===== config.mk =====
export PLATFORM = sky130hd
export DESIGN_NAME = bus_dvc_endpoint
export DESIGN_NICKNAME = d
export VERILOG_FILES = /design/src/rtl/bus_dvc_endpoint.sv
export SDC_FILE = /design/constraint.sdc
export NUM_CORES = 1
export LEC_CHECK = 0
export CELL_PAD_IN_SITES_DETAIL_PLACEMENT = 1
export CELL_PAD_IN_SITES_GLOBAL_PLACEMENT = 1
export CORE_ASPECT_RATIO = 1.2
export CORE_MARGIN = 5
export CORE_UTILIZATION = 45
export DETAILED_ROUTE_END_ITERATION = 16
export PLACE_DENSITY = 0.8
export SYNTH_ARGS = -nofsm -noshare
export SYNTH_HDL_FRONTEND = slang
export SYNTH_SLANG_ARGS = --single-unit

===== constraint.sdc =====
create_clock -name clk -period 4.05 [get_ports clk]
set_input_delay 0.81 -clock clk [delete_from_list [all_inputs] [get_ports clk]]
set_output_delay 0.81 -clock clk [all_outputs]
set_load 0.1 [all_outputs]

===== src/rtl/bus_dvc_endpoint.sv =====
// Device-side endpoint for the bus generator/arbiter protocol.
// TX: local writes are queued and presented to the bus as pndng/D_pop, drained by pop.
// RX: bus deliveries addressed to this device (or broadcast) are queued for local reads;
//     deliveries for other devices are counted and discarded.
module bus_dvc_endpoint #(
   parameter int         pckg_sz   = 16,
   parameter int         depth     = 8,
   parameter logic [7:0] id        = 8'h00,
   parameter logic [7:0] broadcast = 8'hFF
) (
   input  logic               clk,
   input  logic               reset,
   input  logic               tx_wr,
   input  logic [pckg_sz-1:0] tx_data,
   output logic               tx_full,
   output logic               pndng,
   output logic [pckg_sz-1:0] D_pop,
   input  logic               pop,
   input  logic               push,
   input  logic [pckg_sz-1:0] D_push,
   input  logic               rx_rd,
   output logic [pckg_sz-1:0] rx_data,
   output logic               rx_valid,
   output logic               tx_ovf,
   output logic               tx_unf,
   output logic               rx_ovf,
   output logic [7:0]         rx_drop_cnt
);

   localparam int              aw       = $clog2(depth);
   localparam int              cw       = aw + 1;
   localparam logic [cw-1:0]   full_cnt = cw'(depth);

   // TX FIFO state
   logic [pckg_sz-1:0] tx_mem_q [depth];
   logic [aw-1:0]      tx_wr_ptr_q, tx_wr_ptr_d;
   logic [aw-1:0]      tx_rd_ptr_q, tx_rd_ptr_d;
   logic [cw-1:0]      tx_cnt_q, tx_cnt_d;
   logic               tx_ovf_q, tx_ovf_d;
   logic               tx_unf_q, tx_unf_d;

   // RX FIFO state
   logic [pckg_sz-1:0] rx_mem_q [depth];
   logic [aw-1:0]      rx_wr_ptr_q, rx_wr_ptr_d;
   logic [aw-1:0]      rx_rd_ptr_q, rx_rd_ptr_d;
   logic [cw-1:0]      rx_cnt_q, rx_cnt_d;
   logic               rx_ovf_q, rx_ovf_d;
   logic [7:0]         rx_drop_cnt_q, rx_drop_cnt_d;

   // Status decodes depend only on registered counts
   logic tx_empty, tx_is_full, tx_do_wr, tx_do_rd;
   logic rx_empty, rx_is_full, rx_do_wr, rx_do_rd, rx_accept;

   assign tx_empty   = (tx_cnt_q == '0);
   assign tx_is_full = (tx_cnt_q == full_cnt);
   assign rx_empty   = (rx_cnt_q == '0);
   assign rx_is_full = (rx_cnt_q == full_cnt);

   // A full FIFO is never empty, so a same-cycle read always frees the slot being written.
   assign tx_do_rd  = pop && !tx_empty;
   assign tx_do_wr  = tx_wr && (!tx_is_full || pop);
   assign rx_accept = (D_push[pckg_sz-1 -: 8] == id) || (D_push[pckg_sz-1 -: 8] == broadcast);
   assign rx_do_rd  = rx_rd && !rx_empty;
   assign rx_do_wr  = push && rx_accept && (!rx_is_full || rx_rd);

   // Next-state for TX pointers, occupancy and sticky error flags
   // NOTE: every always_comb output gets a default first so no path can infer a latch.
   always_comb begin
      tx_wr_ptr_d = tx_wr_ptr_q;
      tx_rd_ptr_d = tx_rd_ptr_q;
      tx_ovf_d    = tx_ovf_q;
      tx_unf_d    = tx_unf_q;
      if (tx_do_wr) tx_wr_ptr_d = tx_wr_ptr_q + 1'b1;
      if (tx_do_rd) tx_rd_ptr_d = tx_rd_ptr_q + 1'b1;
      tx_cnt_d = tx_cnt_q + cw'(tx_do_wr) - cw'(tx_do_rd);
      if (tx_wr && tx_is_full && !pop) tx_ovf_d = 1'b1;
      if (pop && tx_empty)             tx_unf_d = 1'b1;
   end

   // Next-state for RX pointers, occupancy, overflow flag and filter-reject counter
   always_comb begin
      rx_wr_ptr_d   = rx_wr_ptr_q;
      rx_rd_ptr_d   = rx_rd_ptr_q;
      rx_ovf_d      = rx_ovf_q;
      rx_drop_cnt_d = rx_drop_cnt_q;
      if (rx_do_wr) rx_wr_ptr_d = rx_wr_ptr_q + 1'b1;
      if (rx_do_rd) rx_rd_ptr_d = rx_rd_ptr_q + 1'b1;
      rx_cnt_d = rx_cnt_q + cw'(rx_do_wr) - cw'(rx_do_rd);
      if (push && rx_accept && rx_is_full && !rx_rd) rx_ovf_d = 1'b1;
      if (push && !rx_accept && (rx_drop_cnt_q != 8'hFF))
         rx_drop_cnt_d = rx_drop_cnt_q + 8'd1;
   end

   // Control/status registers; reset discards all queued packets at once
   // NOTE: sequential state uses non-blocking assignments so every register samples pre-edge values.
   always_ff @(posedge clk or posedge reset) begin
      if (reset) begin
         tx_wr_ptr_q   <= '0;
         tx_rd_ptr_q   <= '0;
         tx_cnt_q      <= '0;
         tx_ovf_q      <= 1'b0;
         tx_unf_q      <= 1'b0;
         rx_wr_ptr_q   <= '0;
         rx_rd_ptr_q   <= '0;
         rx_cnt_q      <= '0;
         rx_ovf_q      <= 1'b0;
         rx_drop_cnt_q <= '0;
      end else begin
         tx_wr_ptr_q   <= tx_wr_ptr_d;
         tx_rd_ptr_q   <= tx_rd_ptr_d;
         tx_cnt_q      <= tx_cnt_d;
         tx_ovf_q      <= tx_ovf_d;
         tx_unf_q      <= tx_unf_d;
         rx_wr_ptr_q   <= rx_wr_ptr_d;
         rx_rd_ptr_q   <= rx_rd_ptr_d;
         rx_cnt_q      <= rx_cnt_d;
         rx_ovf_q      <= rx_ovf_d;
         rx_drop_cnt_q <= rx_drop_cnt_d;
      end
   end

   // Packet storage for both FIFOs
   // NOTE: storage arrays are not reset; zeroed counts keep stale entries invisible.
   always_ff @(posedge clk) begin
      if (tx_do_wr) tx_mem_q[tx_wr_ptr_q] <= tx_data;
      if (rx_do_wr) rx_mem_q[rx_wr_ptr_q] <= D_push;
   end

   assign pndng       = !tx_empty;
   assign tx_full     = tx_is_full;
   assign D_pop       = tx_empty ? '0 : tx_mem_q[tx_rd_ptr_q];
   assign rx_valid    = !rx_empty;
   assign rx_data     = rx_empty ? '0 : rx_mem_q[rx_rd_ptr_q];
   assign tx_ovf      = tx_ovf_q;
   assign tx_unf      = tx_unf_q;
   assign rx_ovf      = rx_ovf_q;
   assign rx_drop_cnt = rx_drop_cnt_q;

endmodule


==> results of run 1 <==
==> through the flow <==
step / setup WS (ps) / hold slack [ps] / std cells / utilization [%] / cell area [um^2]
floorplan: 264 / 479 / 582 / - / 11500
global placement: 557 / 439 / 992 / 50.4 / 12800
detailed placement: 482 / 449 / 992 / 50.4 / 12800
CTS: 443 / 469 / 1044 / 53.9 / 13600
global route: 408 / 486 / 1044 / 53.9 / 13600
finish: 533 / 463 / 1044 / 53.9 / 13600
==> state kept, by name, indices dropped and copies added, names as in the netlist, 3 cells and up <==
| register | flops |
|---|---|
| rx_mem_q | 128 |
| tx_mem_q | 128 |
| rx_drop_cnt | 8 |
| rx_cnt_q | 4 |
| tx_cnt_q | 4 |
| rx_rd_ptr_q | 3 |
| rx_wr_ptr_q | 3 |
| tx_rd_ptr_q | 3 |
| tx_wr_ptr_q | 3 |
==> cells by family (layout without fill, tap and decap cells) <==
group	after synthesis	after routing	share of synthesized area [%]
flops	287	287	73.9
mux	101	101	15.9
simple gates	99	99	4.33
buf+inv	51	183	1.88
fa+ha+maj	19	19	2.21
xor+xnor	17	17	1.30
compound gates	8	8	0.481
==> worst max path at each step <==
stage	end	slack (ps)	cells past startpoint
after floorplan	rx_mem_q[2][0]$_DFFE_PP_	260	5
after global placement	rx_cnt_q[1]$_DFF_PP0_	560	10
after detailed placement	rx_cnt_q[2]$_DFF_PP0_	480	10
after CTS	rx_data[1]	440	5
after global routing	rx_data[1]	410	5
final	rx_data[1]	530	5
==> worst max-delay path, stage by stage, from the launching register on <==
cell	delay, ps
dfrtp_2	770
buf_12	280
mux4_2	510
mux2i_1	250
nor2_1	90
buf_4	270
==> layer usage <==
metal,part of all wire (%),global-route usage [%],wire [um]
met4,1.7,3.33,400
met3,5.2,2.84,1260
met1,37,20.2,8950
met5,0,0,0
met2,56,32.9,13600
==> cells in the final DEF, fill, tap and decap left out, types with 4 or more instances in the layout <==
| cell | count |
|---|---|
| mux2_2 | 4 |
| nand4_1 | 5 |
| nor2_1 | 45 |
| xor2_1 | 8 |
| buf_4 | 59 |
| nor4_2 | 5 |
| clkbuf_1 | 4 |
| inv_1 | 19 |
| nand2b_1 | 4 |
| clkinv_1 | 10 |
| ha_1 | 17 |
| and2_1 | 4 |
| clkdlybuf4s50_1 | 49 |
| dfrtp_1 | 29 |
| edfxtp_1 | 256 |
| nand2_1 | 16 |
| mux4_2 | 64 |
| xnor2_1 | 9 |
| clkbuf_16 | 29 |
| a21o_1 | 4 |
| mux2i_1 | 32 |
| nor3_2 | 4 |
==> area by class of cell <==
type	instances	area, um^2
clock buffers	33	741
clock inverters	19	145
fillers	2288	11700
inverters	21	78.8
multi-input cells	244	2820
flip-flops and latches	287	8470
well taps	330	413
repair buffers	110	973
==> impl_metrics.env, run 1 <==
export IMPL_ys_dominant_reg_cell="edfxtp_1"
export IMPL_cts_buffers=28
export IMPL_wl_per_cell_um=23.2
export IMPL_via_per_inst=5.42
export IMPL_crit_fanout=18
export IMPL_post_cts_setup_buffers=0
export IMPL_syn2layout_area_growth_pct=19.1
export IMPL_netlist_instances=582
export IMPL_num_rows=64
export IMPL_synth_edf_count=256
export IMPL_ys_warnings_count=0
export IMPL_synth_seq_area_share_pct=73.9
export IMPL_ys_seq_elements=287
export IMPL_avgSynthCellArea_um2=19.7
export IMPL_drt_pass1_iterations=4
export IMPL_drive_gt1_share_pct=26.1
export IMPL_synth_area_top_cells="edfxtp_1, mux4_2, dfrtp_1, mux2i_1, ha_1"
export IMPL_netlist_top_cells_count="edfxtp_1, mux4_2, nor2_1"
export IMPL_htree_num_levels=1
export IMPL_cts_sinks=287
export IMPL_io_pin_count=84
export IMPL_clk_pin_slew_ps=60
export IMPL_route_detailed_drc=0
export IMPL_grt_usage_pct=17.1
export IMPL_slew_violations=0
export IMPL_fin_skew_ps=19.0
export IMPL_synth_cell_types=40
export IMPL_r2r_start="rx_cnt_q[2]$_DFF_PP0_"
export IMPL_min_path_cells=1
export IMPL_portBuffers=83
export IMPL_vias=5660
export IMPL_grt_pass1_vias=6315
export IMPL_worstSetupStartpoint="rx_rd_ptr_q[0]$_DFFE_PP0P_"
export IMPL_setup_viol=0
export IMPL_r2r_end="rx_cnt_q[2]$_DFF_PP0_"
export IMPL_yosysTopAreaCell="edfxtp_1"
export IMPL_finalCriticalPeriod_ps=3520
export IMPL_fin_crit_sh_pct=86.8
export IMPL_die_width_um=156
export IMPL_overflow=0
export IMPL_clock_path_buffers=3
export IMPL_diodes=0
export IMPL_drt_total_wl_um=24200
export IMPL_cp_required_ps=3240
export IMPL_die_h_um=185
export IMPL_netlist_area_um2=11500
export IMPL_drv_cap=0
export IMPL_arrival_ps=2710
export IMPL_synth_most_common_cell="edfxtp_1"
export IMPL_cts_hold_buf=0
export IMPL_rsz0062_at_grt="no"
export IMPL_r2r_cells=11
export IMPL_path_class="reg2out"
export IMPL_drt_iter0_markers=253
export IMPL_final_hold_viol_count=0
export IMPL_worstHoldStart="tx_ovf$_DFFE_PP0P_"
export IMPL_hpwlAfterDp_um=15600
export IMPL_start_util_pct=45.3
export IMPL_hold_end="tx_ovf$_DFFE_PP0P_"
export IMPL_fin_tns_setup_ps=0
export IMPL_dieArea_um2=28800
export IMPL_worst_pin_slew_ps=1110
export IMPL_ant_nets=0
export IMPL_status="finished, final reports clean"
export IMPL_timing_fmax_mhz=284
export IMPL_antenna_found_initial=0
export IMPL_synth_top_area_share_pct=67.1
export IMPL_critPathCaptureType="output pin"
export IMPL_synth_async_reset_ratio_pct=10.8
export IMPL_grt_max_degree=35
export IMPL_worstSkewPairLatency_ps=540
export IMPL_finalNetCount=749
export IMPL_core_area_um2=25300
export IMPL_grt_first_pass_wirelength_um=37300
export IMPL_cts_resized_gates=0
export IMPL_worst_setup_path_start_kind="flip-flop"
export IMPL_ff2ff_setup_slack_ps=1180
export IMPL_cts_tree="built"
export IMPL_routabilityCongestion=0.741
export IMPL_cts_root_buf="clkbuf_16"
export IMPL_relSlewSlack_pct=25.7
export IMPL_min_path_type="reg2reg"
export IMPL_syn_nets=639
Power of run 1 is not shown: default switching activity piles up to over one toggle a cycle in this logic, so the estimate is an artifact.
==> run 2, diff against run 1 <==
--- a/config.mk
+++ b/config.mk
@@ -5,6 +5,7 @@
 export SDC_FILE = /design/constraint.sdc
 export NUM_CORES = 1
 export LEC_CHECK = 0
+export ABC_CLOCK_PERIOD_IN_PS = 4050
 export CELL_PAD_IN_SITES_DETAIL_PLACEMENT = 1
 export CELL_PAD_IN_SITES_GLOBAL_PLACEMENT = 1
 export CORE_ASPECT_RATIO = 1.2
==> results of run 2 <==
No change in the layout: final DEF, timing and power equal those of run 1.
Power of run 2 is left out for the same reason.
